**src/rtl/nibbler_pkg.sv**
```systemverilog
// Nibbler shared definitions.
// Default field widths and the fetch queue entry layout.
package nibbler_pkg;

  localparam int DEF_OPCODE_W  = 4;
  localparam int DEF_OPERAND_W = 4;
  localparam int DEF_ADDR_W    = 12;
  localparam int DEF_DEPTH     = 2;

  typedef struct packed {
    logic [DEF_OPCODE_W-1:0]  opcode;
    logic [DEF_OPERAND_W-1:0] operand;
    logic [DEF_ADDR_W-1:0]    pc;
  } fetch_entry_t;

  function automatic int entry_w(
    input int op_w,
    input int opd_w,
    input int a_w
  );
    return op_w + opd_w + a_w;
  endfunction

endpackage

```
**src/rtl/fetch_queue.sv**
```systemverilog
// Nibbler prefetch FIFO.
// Holds {opcode, operand, pc} entries between fetch and decode.
module fetch_queue
  import nibbler_pkg::*;
#(
  parameter int W     = entry_w(DEF_OPCODE_W, DEF_OPERAND_W, DEF_ADDR_W),
  parameter int DEPTH = DEF_DEPTH,
  parameter int CW    = $clog2(DEPTH + 1)
) (
  input  logic          clk,
  input  logic          reset,
  input  logic          push,
  input  logic          pop,
  input  logic          flush,
  input  logic [W-1:0]  din,
  output logic [CW-1:0] count,
  output logic [W-1:0]  head
);

  localparam int PW = (DEPTH > 1) ? $clog2(DEPTH) : 1;
  localparam logic [CW-1:0] FULL = CW'(DEPTH);
  localparam logic [PW-1:0] LAST = PW'(DEPTH - 1);

  logic [W-1:0]  mem [DEPTH];
  logic [PW-1:0] rd_ptr;
  logic [PW-1:0] wr_ptr;
  logic          do_pop;
  logic          do_push;

  function automatic logic [PW-1:0] nxt(input logic [PW-1:0] p);
    return (p == LAST) ? '0 : p + 1'b1;
  endfunction

  assign do_pop  = pop && (count != '0);
  assign do_push = push && ((count != FULL) || do_pop);
  assign head    = (count != '0) ? mem[rd_ptr] : '0;

  // flush empties the queue ahead of any push or pop
  always_ff @(posedge clk) begin
    if (reset) begin
      rd_ptr <= '0;
      wr_ptr <= '0;
      count  <= '0;
      for (int i = 0; i < DEPTH; i++) mem[i] <= '0;
    end else if (flush) begin
      rd_ptr <= '0;
      wr_ptr <= '0;
      count  <= '0;
    end else begin
      if (do_push) begin
        mem[wr_ptr] <= din;
        wr_ptr      <= nxt(wr_ptr);
      end
      if (do_pop) rd_ptr <= nxt(rd_ptr);
      if (do_push && !do_pop) count <= count + 1'b1;
      else if (do_pop && !do_push) count <= count - 1'b1;
    end
  end

endmodule

```
**src/rtl/fetch_unit.sv**
```systemverilog
// Nibbler instruction fetch stage.
// Single-outstanding memory port feeding a prefetch queue.
module fetch_unit
  import nibbler_pkg::*;
#(
  parameter int OPCODE_W  = DEF_OPCODE_W,
  parameter int OPERAND_W = DEF_OPERAND_W,
  parameter int ADDR_W    = DEF_ADDR_W,
  parameter int DEPTH     = DEF_DEPTH
) (
  input  logic                          clk,
  input  logic                          reset,
  output logic                          mem_req,
  output logic [ADDR_W-1:0]             mem_addr,
  input  logic [OPCODE_W+OPERAND_W-1:0] mem_rdata,
  input  logic                          mem_rvalid,
  input  logic                          redirect,
  input  logic [ADDR_W-1:0]             redirect_addr,
  output logic                          instr_valid,
  input  logic                          instr_ready,
  output logic [OPCODE_W-1:0]           instruction,
  output logic [OPERAND_W-1:0]          operand,
  output logic [ADDR_W-1:0]             instr_pc
);

  localparam int EW = entry_w(OPCODE_W, OPERAND_W, ADDR_W);
  localparam int CW = $clog2(DEPTH + 1);
  localparam logic [CW-1:0] FULL = CW'(DEPTH);

  logic [ADDR_W-1:0] pc;
  logic [ADDR_W-1:0] req_pc;
  logic              outstanding;
  logic              discard;
  logic [CW-1:0]     count;
  logic [EW-1:0]     head;
  logic              resp;
  logic              push;
  logic              pop;

  assign mem_req  = !reset && !redirect && !outstanding && (count < FULL);
  assign mem_addr = reset ? '0 : pc;

  assign resp = mem_rvalid && outstanding;
  assign push = resp && !discard && !redirect;
  assign pop  = instr_valid && instr_ready && !redirect;

  assign instr_valid = (count != '0);
  assign instruction = head[EW-1 -: OPCODE_W];
  assign operand     = head[ADDR_W +: OPERAND_W];
  assign instr_pc    = head[ADDR_W-1:0];

  fetch_queue #(
    .W     (EW),
    .DEPTH (DEPTH),
    .CW    (CW)
  ) u_queue (
    .clk   (clk),
    .reset (reset),
    .push  (push),
    .pop   (pop),
    .flush (redirect),
    .din   ({mem_rdata, req_pc}),
    .count (count),
    .head  (head)
  );

  // pc advance, request tracking and stale-response bookkeeping
  always_ff @(posedge clk) begin
    if (reset) begin
      pc          <= '0;
      req_pc      <= '0;
      outstanding <= 1'b0;
      discard     <= 1'b0;
    end else begin
      if (redirect) begin
        pc <= redirect_addr;
      end else if (mem_req) begin
        pc     <= pc + 1'b1;
        req_pc <= pc;
      end
      if (mem_req) outstanding <= 1'b1;
      else if (resp) outstanding <= 1'b0;
      if (redirect && outstanding && !mem_rvalid) discard <= 1'b1;
      else if (resp) discard <= 1'b0;
    end
  end

endmodule
```
**config.mk**
```make
export PLATFORM = sky130hd
export DESIGN_NAME = fetch_unit
export DESIGN_NICKNAME = d
export VERILOG_FILES = /design/src/rtl/nibbler_pkg.sv /design/src/rtl/fetch_queue.sv /design/src/rtl/fetch_unit.sv
export SDC_FILE = /design/constraint.sdc
export NUM_CORES = 1
export LEC_CHECK = 0
export CAP_MARGIN = 10
export CORE_UTILIZATION = 45
export CTS_CLUSTER_SIZE = 12
export DETAILED_ROUTE_END_ITERATION = 12
export MAX_ROUTING_LAYER = met4
export PLACE_DENSITY = 0.7
export SETUP_SLACK_MARGIN = 0.2
export SYNTH_ARGS = -nofsm -noshare
export SYNTH_HDL_FRONTEND = slang
export SYNTH_HIERARCHICAL = 1
export SYNTH_SLANG_ARGS = --single-unit
```
**constraint.sdc**
```tcl
create_clock -name clk -period 6.8 [get_ports clk]
set_clock_uncertainty 0.15 [all_clocks]
set_input_delay 0.68 -clock clk [delete_from_list [all_inputs] [get_ports clk]]
set_output_delay 0.68 -clock clk [all_outputs]
set_load 0.01 [all_outputs]
```
# ---- Word-level counts from Yosys, hierarchy flattened
# Memory sizes are Yosys's and may differ from the RTL's. A register that Yosys moved wholly into a read port is not among the register bits.
# Index checks and enable logic that the tools add are counted.
dict set report totals {
  reg_bits 30
  mem_bits_rw 40
  in_bits 25
  output_inout_bits 34
  elab_cells 68
  memories 1
}
# memory words width rd rd_ports_with_merged_regs wr line_no
set mem_list {}
lappend mem_list {u_queue.mem 2 20 1 1 2 fetch_queue.sv:24} ;# logic [W-1:0] mem [DEPTH];
dict set report classes {
  n_addsub 5
  order_cmp 1
  n_eq_ne 1
  muxes 22
  bitwise 1
  reduce_logical 30
}
# op count
set op_table {}
lappend op_table {{$mux W20} 2}
lappend op_table {{$mux W12} 3}
lappend op_table {{$reduce_or A20 Y1} 1}
lappend op_table {{$mux W1} 15}
lappend op_table {{$logic_and A1 B1 Y1} 14}
lappend op_table {{$add A12 B1 Y12 const B} 1}
lappend op_table {{$reduce_bool A2 Y1} 5}
lappend op_table {{$logic_not A1 Y1} 7}
lappend op_table {{$mux W2} 2}
lappend op_table {{$add A1 B1 Y1 const B} 2}
lappend op_table {{$add A2 B1 Y2 const B} 1}
lappend op_table {{$lt A2 B2 Y1 const B} 1}
lappend op_table {{$ne A2 B2 Y1 const B} 1}
lappend op_table {{$reduce_and A2 Y1} 1}
lappend op_table {{$reduce_or A2 Y1} 1}
lappend op_table {{$sub A2 B1 Y2 const B} 1}
lappend op_table {{$logic_or A1 B1 Y1} 1}
lappend op_table {{$not A1 Y1} 1}

# ---- Longest topological paths before layout
# Gate-level depths: netlist (run 1).
dict set report depth {
  ltp_word 12
  mapped_depth 9
  ltp_nobuf 8
}

# ---- Hierarchy
# The synthesis (run 1) kept the hierarchy.
# module instances cells_each area_each_um2
set modules_own_cells {}
lappend modules_own_cells {fetch_queue 1 154 2044.5}
lappend modules_own_cells {fetch_unit 1 166 1327.5}

# ---- Worst setup path before layout (run 1)
# No wires, ideal clock.
dict set report synth_path {
  path_type {input-to-reg}
  startpoint {input port redirect}
  endpoint {memory u_queue/mem[0][0] (netlist name), enable pin}
  setup_time_ns 0.301
  arrival_time_ns 2.340
  t_required_ns 6.349
  path_slack_ns 4.009
  path_stages 6
  path_buffers 2
  path_cell_list {clkbuf_1 clkbuf_1 and3b_1 nor3b_2 and4bb_2 or2_2}
}
# item line_no
set synth_rtl {}
lappend synth_rtl {{start, declared} fetch_unit.sv:17} ;# input logic redirect,
lappend synth_rtl {{end, declared} fetch_queue.sv:24}

# ---- Final worst setup path (run 1)
dict set report layout_path {
  startpoint {input port reset}
  endpoint {output port mem_req}
}
dict set report layout_via {
  elab_chain_len 4
}
# item line_no
set layout_rtl {}
lappend layout_rtl {{start, declared} fetch_unit.sv:12} ;# input logic reset,
lappend layout_rtl {{$logic_not A1 Y1} fetch_unit.sv:40} ;# assign mem_req = !reset && !redirect && !outstanding && (count < FULL);
lappend layout_rtl {{$logic_and A1 B1 Y1 (3 in a row)} fetch_unit.sv:40}
lappend layout_rtl {{end, declared} fetch_unit.sv:13} ;# output logic mem_req,
# Every way passes these cells.

==> load_flow_metrics.sql, run 1 <==
INSERT INTO impl_metrics (metric_group, metric, value, unit) VALUES
('floorplan', 'chipHeight', '88.57', 'microns'),
('sta', 'totalNegativeSetupSlack', '0', 'ns'),
('route', 'drcViolationCount', '0', ''),
('cts', 'cts_resized', '0', ''),
('cts', 'clock_latency', '0.33', 'ns'),
('cts', 'inserted_clock_buffers', '9', ''),
('logic_synthesis', 'post_synth_edffs', '40', ''),
('logic_synthesis', 'synth.ff_latch_count', '71', ''),
('setup_path', 'crit_type', 'in2out', ''),
('route', 'via_count', '2348', ''),
('setup_path', 'ff2ff_setup_slack', '4.08', 'ns'),
('cts', 'cts_tree', 'done', ''),
('sta', 'layout_setup_ws', '3.125', 'ns'),
('logic_synthesis', 'proportion_of_synthesized_flip_flops_having_asynchronous_set_or_reset', '0', '%'),
('logic_synthesis', 'synth.yosys.seq_area_share', '54.03', '%'),
('setup_path', 'critPathLaunchType', 'input port', ''),
('route', 'postRouteWirelength', '6.174', 'mm'),
('power_and_ir_drop', 'power.static_leakage', '1.484', 'nW'),
('setup_path', 'cell_mode_on_critical_path', 'sky130_fd_sc_hd__clkdlybuf4s50_1', ''),
('logic_synthesis', 'synth_cell_types', '42', ''),
('sta', 'slew_viol_final', '0', ''),
('placed_design', 'pre_cts_setup_slack', '3.099', 'ns'),
('route', 'wl_per_cell', '12.94', 'microns'),
('logic_synthesis', 'syn-cell-area', '3372', 'sq um'),
('job', 'maxCapViolations', '0', ''),
('logic_synthesis', 'postSynthNetCount', '347', ''),
('power_and_ir_drop', 'peak_supply_drop', '110.7', 'uV'),
('cts', 'clockRootBuffer', 'sky130_fd_sc_hd__clkbuf_8', ''),
('cts', 'post-cts-setup-buffers', '0', ''),
('cells_and_area', 'fin_util', '58.06', '%'),
('logic_synthesis', 'synth.yosys.warnings', '6', ''),
('placed_design', 'place.gp.congestion', '0.7798', ''),
('route', 'dr.pass1.iters', '4', ''),
('sta', 'setup_violations', '0', ''),
('global_route', 'track_usage', '18.25', '%'),
('setup_path', 'timing.critical_path.slowest_cell_delay', '0.55', 'ns'),
('floorplan', 'core', '7253', 'sq um'),
('logic_synthesis', 'synthFlopType', 'sky130_fd_sc_hd__edfxtp_1', ''),
('sta', 'final-hold-violation-count', '0', ''),
('sta', 'fin_crit', '3.675', 'ns'),
('global_route', 'grt_overflow', '0', ''),
('floorplan', 'initial_utilization', '46.49', '%'),
('cells_and_area', 'area_grow_syn2layout', '24.90', '%'),
('global_route', 'grt_first_pass_wirelength', '10.58', 'mm'),
('logic_synthesis', 'syn-mean-instance-area', '10.54', 'sq um'),
('outcome', 'status', 'finished clean', ''),
('global_route', 'number_of_global_route_vias_before_repair', '2304', ''),
('cts', 'clk_pin_slew_worst_paths', '0.07', 'ns'),
('cells_and_area', 'diodes', '0', ''),
('global_route', 'grt_antenna_before_repair', '0', ''),
('sta', 'transition_time_at_the_pin_with_the_least_slew_margin', '1.142', 'ns'),
('setup_path', 'critical_path_cell_by_cell', 'clkdlybuf4s50_1, buf_4, or3_1, clkinv_4, clkdlybuf4s50_1', ''),
('setup_path', 'timing.critical_path.slowest_stage_cell', 'sky130_fd_sc_hd__clkdlybuf4s50_1', ''),
('floorplan', 'placement_rows', '31', ''),
('cts', 'cts_sinks', '71', ''),
('cells_and_area', 'multi_input_comb_area', '1413', 'sq um'),
('placed_design', 'io_buffers', '58', ''),
('sta', 'grt_setup_unrepaired', 'no', ''),
('cts', 'hold_buffers', '0', ''),
('sta', 'fmax', '0.2721', 'GHz'),
('route', 'number_of_design_rule_violations_left_by_the_first_detailed_router_iteration', '117', ''),
('min_path', 'hold_path_class', 'reg2reg', ''),
('cells_and_area', 'post_route_cells_drive_above_1_share', '13.76', '%'),
('sta', 'period_share', '54.05', '%'),
('cts', 'htreeDepth', '3', ''),
('floorplan', 'fp.dieArea', '7844', 'sq um'),
('setup_path', 'cp-end-kind', 'output pin', ''),
('cts', 'clock_path_buffers', '2', ''),
('route', 'final_antenna_net_count', '0', ''),
('sta', 'max_slew_margin', '23.79', '%'),
('route', 'vias_per_cell', '4.922', ''),
('global_route', 'grt_start_max_net_pins', '47', ''),
('cells_and_area', 'num-fill-cells', '650', ''),
('placed_design', 'post-dp-hpwl', '4.273', 'mm'),
('setup_path', 'largest_fanout_of_any_net_on_the_critical_path', '46', ''),
('cells_and_area', 'regArea', '1822', 'sq um'),
('setup_path', 'worst-endpoint-arrival', '2.85', 'ns'),
('logic_synthesis', 'syn_inst', '320', ''),
('setup_path', 'cp_data_required_time', '5.97', 'ns'),
('cells_and_area', 'number_of_nets_in_the_layout', '400', ''),
('floorplan', 'ios', '59', ''),
('power_and_ir_drop', 'powerDensity', '217.3', 'nW/um^2'),
('floorplan', 'die_w', '88.57', 'microns');
## worst max-delay path: cells and delay by family
| kind | cells | cell delay (ns) |
|---|---|---|
| and+or+nand+nor | 1 | 0.52 |
| buffers and inverters | 4 | 1.64 |
## cell usage in the layout (no fill, tap or decap), drive strengths merged, types with 5 or more instances in the layout
cell type      synthesis  final
edfxtp                40     40
a21oi                 22     22
clkbuf                11      9
nor3                  10     10
nor2b                 12     12
inv                    8      8
nor2                  28     28
clkdlybuf4s50          0     58
nand2                 34     34
mux2i                 22     22
dfxtp                 31     31
xor2                   8      8
o21a                   6      6
xnor2                  5      5
and2                  40     40
## metal layers
metal  share of wire (%)  vias up  track usage, %
met5                   0        -               -
met3                 3.9        9           3.265
met1                  49     1098           23.06
met4                 1.3        0           6.891
met2                  46       54           29.30
li1                    -     1187               -
## kinds of logic after synthesis
| logic type | synth area share [%] |
|---|---|
| compound gates | 7.607 |
| xor+xnor | 3.377 |
| fa+ha+maj | 0.7420 |
| buf+inv | 4.082 |
| flops | 54.03 |
| mux | 6.531 |
| simple gates | 23.64 |
## path summary, 6_finish.rpt
| check | from | end | cells past startpoint |
|---|---|---|---|
| setup / recovery | reset | mem_req | 5 |
| hold / removal | pc[8]$_SDFFE_PP0P_ | req_pc[8]$_SDFFE_PP0P_ | 2 |
| setup reg to reg | u_queue/count[1]$_SDFFE_PP0P_ | u_queue/mem[1][4]$_SDFFCE_PN0P_ | 5 |
| hold reg to reg | pc[8]$_SDFFE_PP0P_ | req_pc[8]$_SDFFE_PP0P_ | 2 |
## through the flow
stage	cells	hold WS [ns]	area (sq um)	total power, mW
finish	477	0.3233	4212	0.9150
detailed placement	461	0.3138	4000	0.5709
global route	477	0.3600	4212	0.9531
floorplan	320	0.2901	3372	0.5349
CTS	477	0.3244	4212	0.9217
global placement	461	0.3136	4000	0.5691
## state kept, by name, summed over array words and instances (netlist names), named ones only
signal and flops:
u_queue/mem 40, pc 12, req_pc 12, u_queue/count 2
discard 1, outstanding 1, u_queue/rd_ptr 1, u_queue/wr_ptr 1
## cells in the mapped netlist, drive strengths merged (3+ instances only)
cell type  instances  area, sq um
nand3              3        15.01
and2              40        274.0
nor3b              4        40.03
o21a               6        45.04
nor2b             12        75.07
mux2i             22        220.2
or3                3        18.77
nand2             34        127.6
a21oi             22        143.9
edfxtp            40         1201
or2                4        25.03
nor2              28        105.1
buf                8        53.80
inv                8        30.03
o21ai              3        15.01
xor2               8        70.07
clkbuf            11        45.04
nor3              10        50.05
dfxtp             31        620.6
xnor2              5        43.79
## area by class of cell
cell class                      count  share of cell area (%)
Clock buffer                        9                   2.941
Clock inverter                      7                   2.080
Inverter                            9                  0.9210
Multi-Input combinational cell    221                   33.54
Sequential cell                    71                   43.26
Tap cell                           99                   2.941
Timing Repair Buffer               61                   14.32
## report_power, final
group / leakage [nW] / internal [mW] / switching (mW)
registers: 0.667 / 0.469 / 0.0134
clock network: 0.100 / 0.203 / 0.151
logic: 0.716 / 0.0400 / 0.0382
total: 1.48 / 0.713 / 0.202
Power figures use the tool's default switching activity.
==> inputs of run 2 (changes only) <==
--- a/config.mk
+++ b/config.mk
@@ -10,7 +10,7 @@
 export CTS_CLUSTER_SIZE = 12
 export DETAILED_ROUTE_END_ITERATION = 12
 export MAX_ROUTING_LAYER = met4
-export PLACE_DENSITY = 0.7
+export PLACE_DENSITY = 0.72
 export SETUP_SLACK_MARGIN = 0.2
 export SYNTH_ARGS = -nofsm -noshare
 export SYNTH_HDL_FRONTEND = slang
==> constraint.sdc (replaced) <==
create_clock -name clk -period 3.2 [get_ports clk]
set_clock_uncertainty 0.15 [all_clocks]
set_input_delay 0.32 -clock clk [delete_from_list [all_inputs] [get_ports clk]]
set_output_delay 0.32 -clock clk [all_outputs]
set_load 0.01 [all_outputs]
==> run 2 against run 1 <==
Effect of this change: core utilization decreased by 0.33 points; via count increased by 0.34%; clock power increased by 66%; design area decreased by 0.56%; sequential cell count unchanged; global-route usage about the same; register-to-register slack got worse by 3.4 ns; largest power group unchanged.
==> load_flow_metrics.sql, run 2 (same netlist as run 1, synthesis figures left out) <==
INSERT INTO impl_metrics (metric_group, metric, value, unit) VALUES
('sta', 'setup_violations', '0', ''),
('sta', 'totalNegativeSetupSlack', '0', 'ns'),
('global_route', 'grt_first_pass_wirelength', '10.38', 'mm'),
('setup_path', 'timing.critical_path.slowest_cell_delay', '0.54', 'ns'),
('floorplan', 'initial_utilization', '46.49', '%'),
('cts', 'cts_tree', 'done', ''),
('setup_path', 'cp-end-kind', 'output pin', ''),
('global_route', 'number_of_global_route_vias_before_repair', '2297', ''),
('cts', 'clk_pin_slew_worst_paths', '0.07', 'ns'),
('setup_path', 'critPathLaunchType', 'flop', ''),
('cts', 'clockRootBuffer', 'sky130_fd_sc_hd__clkbuf_8', ''),
('cts', 'cts_sinks', '71', ''),
('power_and_ir_drop', 'powerDensity', '425.9', 'nW/um^2'),
('setup_path', 'crit_type', 'reg2out', ''),
('power_and_ir_drop', 'power.static_leakage', '1.484', 'nW'),
('cells_and_area', 'final_cell_count_no_fill', '481', ''),
('setup_path', 'largest_fanout_of_any_net_on_the_critical_path', '14', ''),
('route', 'via_count', '2356', ''),
('power_and_ir_drop', 'report.power.total', '1.784', 'mW'),
('cts', 'post-cts-setup-buffers', '0', ''),
('setup_path', 'worst-path-buf-inv', '2', ''),
('placed_design', 'post-dp-hpwl', '4.391', 'mm'),
('route', 'vias_per_cell', '4.898', ''),
('setup_path', 'critical_path_cell_by_cell', 'or2_1, or3_1, clkinv_4, clkdlybuf4s50_1', ''),
('cells_and_area', 'num-fill-cells', '646', ''),
('setup_path', 'critical_path_cell_count', '4', ''),
('sta', 'fin_crit', '2.649', 'ns'),
('placed_design', 'placed_cells', '465', ''),
('floorplan', 'fp.dieArea', '7844', 'sq um'),
('setup_path', 'worst-endpoint-arrival', '2.18', 'ns'),
('cts', 'htreeDepth', '3', ''),
('placed_design', 'io_buffers', '58', ''),
('sta', 'max_slew_margin', '67.65', '%'),
('min_path', 'hold_path_class', 'reg2reg', ''),
('setup_path', 'timing.critical_path.slowest_stage_cell', 'sky130_fd_sc_hd__clkdlybuf4s50_1', ''),
('cells_and_area', 'diodes', '0', ''),
('placed_design', 'place.gp.congestion', '0.8176', ''),
('setup_path', 'reg2reg_depth', '5', ''),
('setup_path', 'ff2ff_setup_slack', '0.65', 'ns'),
('power_and_ir_drop', 'peak_supply_drop', '194.6', 'uV'),
('global_route', 'grt_start_max_net_pins', '24', ''),
('cells_and_area', 'layout_top_registers', 'u_queue/mem: 40 flops, pc: 12 flops, req_pc: 12 flops', ''),
('cts', 'inserted_clock_buffers', '9', ''),
('sta', 'transition_time_at_the_pin_with_the_least_slew_margin', '0.4853', 'ns'),
('cells_and_area', 'post_route_cells_drive_above_1_share', '14.40', '%'),
('floorplan', 'core', '7253', 'sq um'),
('setup_path', 'worst_path_dominant_cell_family', 'simple AND/OR/NAND/NOR gates', ''),
('sta', 'period_share', '82.79', '%'),
('cells_and_area', 'most_common_library_cell_in_the_layout_ignoring_fill_and_taps', 'sky130_fd_sc_hd__clkdlybuf4s50_1', ''),
('sta', 'final-hold-violation-count', '0', ''),
('sta', 'grt_setup_unrepaired', 'no', ''),
('route', 'postRouteWirelength', '6.322', 'mm'),
('min_path', 'worstHoldPathCells', '2', ''),
('setup_path', 'cp_data_required_time', '2.73', 'ns'),
('cells_and_area', 'number_of_nets_in_the_layout', '404', ''),
('route', 'number_of_design_rule_violations_left_by_the_first_detailed_router_iteration', '100', ''),
('job', 'maxCapViolations', '0', ''),
('floorplan', 'chipHeight', '88.57', 'microns'),
('sta', 'slew_viol_final', '0', ''),
('route', 'drcViolationCount', '0', ''),
('route', 'wl_per_cell', '13.14', 'microns'),
('global_route', 'track_usage', '18.21', '%'),
('cts', 'cts_resized', '0', ''),
('cts', 'hold_buffers', '0', ''),
('global_route', 'grt_overflow', '0', ''),
('cells_and_area', 'largest-register', 'u_queue/mem', ''),
('cells_and_area', 'area_grow_syn2layout', '24.19', '%'),
('cts', 'clock_latency', '0.33', 'ns'),
('floorplan', 'placement_rows', '31', ''),
('global_route', 'grt_antenna_before_repair', '0', ''),
('outcome', 'status', 'finished clean', ''),
('route', 'dr.pass1.iters', '4', ''),
('cells_and_area', 'largest_register_ffs', '40', ''),
('floorplan', 'die_w', '88.57', 'microns'),
('route', 'final_antenna_net_count', '0', ''),
('sta', 'fmax', '0.3774', 'GHz'),
('cells_and_area', 'most_used_cells_in_the_layout_excluding_fill_and_tap_cells', 'sky130_fd_sc_hd__clkdlybuf4s50_1 (58), sky130_fd_sc_hd__edfxtp_1 (40), sky130_fd_sc_hd__nand2_1 (34), sky130_fd_sc_hd__dfxtp_1 (31), sky130_fd_sc_hd__nor2_1 (28)', ''),
('floorplan', 'ios', '59', ''),
('cts', 'clock_path_buffers', '2', '');
-- run 2: final timing paths --
kind / start / endpoint
setup / recovery: u_queue/count[1]$_SDFFE_PP0P_ / mem_req
hold / removal: req_pc[6]$_SDFFE_PP0P_ / req_pc[6]$_SDFFE_PP0P_
setup reg to reg: u_queue/count[0]$_SDFFE_PP0P_ / u_queue/mem[0][4]$_SDFFCE_PN0P_
hold reg to reg: req_pc[6]$_SDFFE_PP0P_ / req_pc[6]$_SDFFE_PP0P_
-- run 2: layer usage --
| metal | vias to the layer above | track usage, % | wire length, microns |
|---|---|---|---|
| met5 | - | - | 0 |
| met4 | 0 | 6.598 | 74 |
| met3 | 9 | 4.291 | 287 |
| met2 | 56 | 30.00 | 3010 |
| met1 | 1092 | 21.80 | 2951 |
| li1 | 1199 | - | - |
-- run 2: metrics by stage --
| step | worst slack [ns] | instance area [sq um] | hold slack (ns) | utilization (%) |
|---|---|---|---|---|
| global placement | 0.4414 | 4030 | 0.3123 | 55.56 |
| detailed placement | 0.3410 | 4030 | 0.3069 | 55.56 |
| CTS | 0.5306 | 4188 | 0.3170 | 57.74 |
| global route | 0.4469 | 4188 | 0.3530 | 57.74 |
| floorplan | 0.7693 | 3372 | 0.2468 | - |
| finish | 0.5506 | 4188 | 0.3193 | 57.74 |
-- run 2: power by group --
part           switching (mW)  total [mW]  internal (mW)
clock network           0.310       0.588          0.278
registers              0.0290        1.03          0.997
logic                  0.0822       0.169         0.0867
total                   0.421        1.78           1.36
-- run 2: worst reg2reg max path: cells and delay by family, from the launching register on --
kind,cells,cell delay (ns)
AND/OR/NAND/NOR,5,1.70
flip-flops,1,0.38
-- run 2: final cells by class --
type                    count  area (sq um)  area share, %
clock buffers              12         135.1          3.227
inverters                   9         38.79         0.9262
clock inverters             4         22.52         0.5378
flip-flops and latches     71          1822          43.50
repair buffers             65         633.1          15.12
well taps                  99         123.9          2.958
multi-input cells         221          1413          33.73
==> inputs of run 3 (changes only) <==
==> constraint.sdc (replaced) <==
create_clock -name clk -period 2.41 [get_ports clk]
set_clock_uncertainty 0.15 [all_clocks]
set_input_delay 0.241 -clock clk [delete_from_list [all_inputs] [get_ports clk]]
set_output_delay 0.241 -clock clk [all_outputs]
set_load 0.01 [all_outputs]
==> run 3 against run 2 <==
Effect of this change: design area increased by 4.2%; sequential cell count unchanged; critical path depth increased by 4; worst setup slack got worse by 0.28 ns; critical path type is now reg2reg.
==> load_flow_metrics.sql, run 3 (same netlist as run 1, synthesis figures left out) <==
INSERT INTO impl_metrics (metric_group, metric, value, unit) VALUES
('setup_path', 'crit_type', 'reg2reg', ''),
('sta', 'transition_time_at_the_pin_with_the_least_slew_margin', '0.4099', 'ns'),
('setup_path', 'cp-end-kind', 'flop', ''),
('floorplan', 'chipHeight', '88.57', 'microns'),
('outcome', 'status', 'finished clean', ''),
('cts', 'cts_tree', 'done', ''),
('cells_and_area', 'post_route_cells_drive_above_1_share', '17.39', '%'),
('floorplan', 'ios', '59', ''),
('route', 'postRouteWirelength', '6.494', 'mm'),
('power_and_ir_drop', 'peak_supply_drop', '287.8', 'uV'),
('setup_path', 'critical_path_cell_by_cell', 'or2_4, and3b_1, nor3b_2, nor2b_1, ha_1, xor2_1, or3_1, a21boi_1', ''),
('route', 'number_of_design_rule_violations_left_by_the_first_detailed_router_iteration', '95', ''),
('floorplan', 'core', '7253', 'sq um'),
('setup_path', 'critPathLaunchType', 'flop', ''),
('sta', 'grt_setup_unrepaired', 'yes', ''),
('cells_and_area', 'finish.instance_area', '4364', 'sq um'),
('cells_and_area', 'diodes', '0', ''),
('floorplan', 'die_w', '88.57', 'microns'),
('route', 'vias_per_cell', '4.918', ''),
('setup_path', 'worst-endpoint-arrival', '2.25', 'ns'),
('power_and_ir_drop', 'power.static_leakage', '1.794', 'nW'),
('sta', 'final-hold-violation-count', '0', ''),
('route', 'wl_per_cell', '13.25', 'microns'),
('floorplan', 'initial_utilization', '46.49', '%'),
('placed_design', 'io_buffers', '58', ''),
('floorplan', 'placement_rows', '31', ''),
('global_route', 'grt_first_pass_wirelength', '11.05', 'mm'),
('power_and_ir_drop', 'report.power.total', '2.598', 'mW'),
('global_route', 'grt_start_max_net_pins', '27', ''),
('route', 'final_antenna_net_count', '0', ''),
('setup_path', 'cp_data_required_time', '2.52', 'ns'),
('cells_and_area', 'largest_register_ffs', '40', ''),
('sta', 'setup_violations', '0', ''),
('cts', 'clockRootBuffer', 'sky130_fd_sc_hd__clkbuf_8', ''),
('cells_and_area', 'most_common_library_cell_in_the_layout_ignoring_fill_and_taps', 'sky130_fd_sc_hd__clkdlybuf4s50_1', ''),
('setup_path', 'worst_path_dominant_cell_family', 'simple AND/OR/NAND/NOR gates', ''),
('cells_and_area', 'largest-register', 'u_queue/mem', ''),
('cells_and_area', 'number_of_nets_in_the_layout', '413', ''),
('sta', 'totalNegativeSetupSlack', '0', 'ns'),
('sta', 'fmax', '0.4678', 'GHz'),
('cts', 'htreeDepth', '3', ''),
('setup_path', 'worst-path-buf-inv', '0', ''),
('cts', 'clock_path_buffers', '2', ''),
('placed_design', 'place.gp.congestion', '0.8282', ''),
('cts', 'inserted_clock_buffers', '9', ''),
('setup_path', 'timing.critical_path.slowest_cell_delay', '0.37', 'ns'),
('job', 'maxCapViolations', '0', ''),
('placed_design', 'dpl-instance-area', '4078', 'sq um'),
('power_and_ir_drop', 'powerDensity', '595.4', 'nW/um^2'),
('global_route', 'grt_overflow', '0', ''),
('cts', 'clk_pin_slew_worst_paths', '0.07', 'ns'),
('cells_and_area', 'layout_top_registers', 'u_queue/mem: 40 flops, pc: 12 flops, req_pc: 12 flops', ''),
('setup_path', 'largest_fanout_of_any_net_on_the_critical_path', '6', ''),
('route', 'dr.pass1.iters', '4', ''),
('setup_path', 'timing.critical_path.slowest_stage_cell', 'sky130_fd_sc_hd__dfxtp_4', ''),
('floorplan', 'fp.dieArea', '7844', 'sq um'),
('route', 'drcViolationCount', '0', ''),
('placed_design', 'post-dp-hpwl', '4.356', 'mm'),
('cells_and_area', 'area_grow_syn2layout', '29.42', '%'),
('cells_and_area', 'num-fill-cells', '626', ''),
('global_route', 'track_usage', '19.13', '%'),
('global_route', 'grt_antenna_before_repair', '0', ''),
('sta', 'fin_crit', '2.138', 'ns'),
('route', 'via_count', '2410', ''),
('cts', 'hold_buffers', '0', ''),
('cells_and_area', 'fin_util', '60.17', '%'),
('global_route', 'number_of_global_route_vias_before_repair', '2377', ''),
('cts', 'clock_latency', '0.33', 'ns'),
('sta', 'max_slew_margin', '72.38', '%'),
('cts', 'cts_sinks', '71', ''),
('sta', 'slew_viol_final', '0', ''),
('min_path', 'hold_path_class', 'in2reg', ''),
('sta', 'period_share', '88.71', '%'),
('cells_and_area', 'most_used_cells_in_the_layout_excluding_fill_and_tap_cells', 'sky130_fd_sc_hd__clkdlybuf4s50_1 (44), sky130_fd_sc_hd__edfxtp_1 (40), sky130_fd_sc_hd__nand2_1 (34), sky130_fd_sc_hd__dfxtp_1 (30), sky130_fd_sc_hd__nor2_1 (28)', '');
run 3: stage by stage:
step           worst slack [ns]  std cells  hold WS [ns]
2_1_floorplan            0.2285        320        0.1678
3_3_place_gp            0.08618        471        0.3031
3_5_place_dp           -0.03157        471        0.3076
4_1_cts                  0.2042        488        0.3019
5_1_grt                  0.1909        490        0.3305
6_report                 0.2721        490        0.3116
run 3: area by class of cell:
type / count / area, sq um / area share (%)
multi-input combinational: 222 / 1434 / 32.86
clock buffer: 13 / 173.9 / 3.985
timing repair buffer: 73 / 728.2 / 16.69
inverter: 9 / 38.79 / 0.8888
sequential: 71 / 1826 / 41.83
clock inverter: 3 / 40.04 / 0.9174
tap: 99 / 123.9 / 2.838
run 3: path summary, 6_finish.rpt:
path                                                    start                             to  slack (ns)  depth (start not counted)
worst max register to register  u_queue/count[0]$_SDFFE_PP0P_  u_queue/count[1]$_SDFFE_PP0P_        0.27                          8
worst max-delay path            u_queue/count[0]$_SDFFE_PP0P_  u_queue/count[1]$_SDFFE_PP0P_        0.27                          8
worst min register to register         req_pc[8]$_SDFFE_PP0P_         req_pc[8]$_SDFFE_PP0P_        0.31                          2
worst min-delay path                         redirect_addr[1]             pc[1]$_SDFFE_PP0P_        0.31                          3
run 3: layer usage:
metal  global-route usage, %  vias to the layer above  share of wire [%]  wire length [microns]
met4                   9.971                        0                2.4                    159
li1                        -                     1223                  -                      -
met3                   2.892                       14                4.0                    261
met2                   31.61                       57                 48                   3133
met1                   22.62                     1116                 45                   2941
met5                       -                        -                  0                      0
run 3: what timing repair did:
action | CTS | global route
buffers inserted | 1 | 1
cloned | 0 | 1
setup endpoints to repair | 65 | 54
gates resized for setup | 8 | 15
pin swaps | 3 | 3
run 3: worst register-to-register path: stages (launching register included):
cell,delay (ns)
sky130_fd_sc_hd__dfxtp_4,0.37
sky130_fd_sc_hd__or2_4,0.26
sky130_fd_sc_hd__and3b_1,0.19
sky130_fd_sc_hd__nor3b_2,0.22
sky130_fd_sc_hd__nor2b_1,0.10
sky130_fd_sc_hd__ha_1,0.19
sky130_fd_sc_hd__xor2_1,0.14
sky130_fd_sc_hd__or3_1,0.31
sky130_fd_sc_hd__a21boi_1,0.13
run 3: power breakdown:
part,total [mW],leakage (nW),internal [mW],switching [mW]
combinational,0.236,1.01,0.124,0.112
clock,1.00,0.112,0.578,0.423
sequential,1.36,0.668,1.32,0.0385
total,2.60,1.79,2.02,0.573
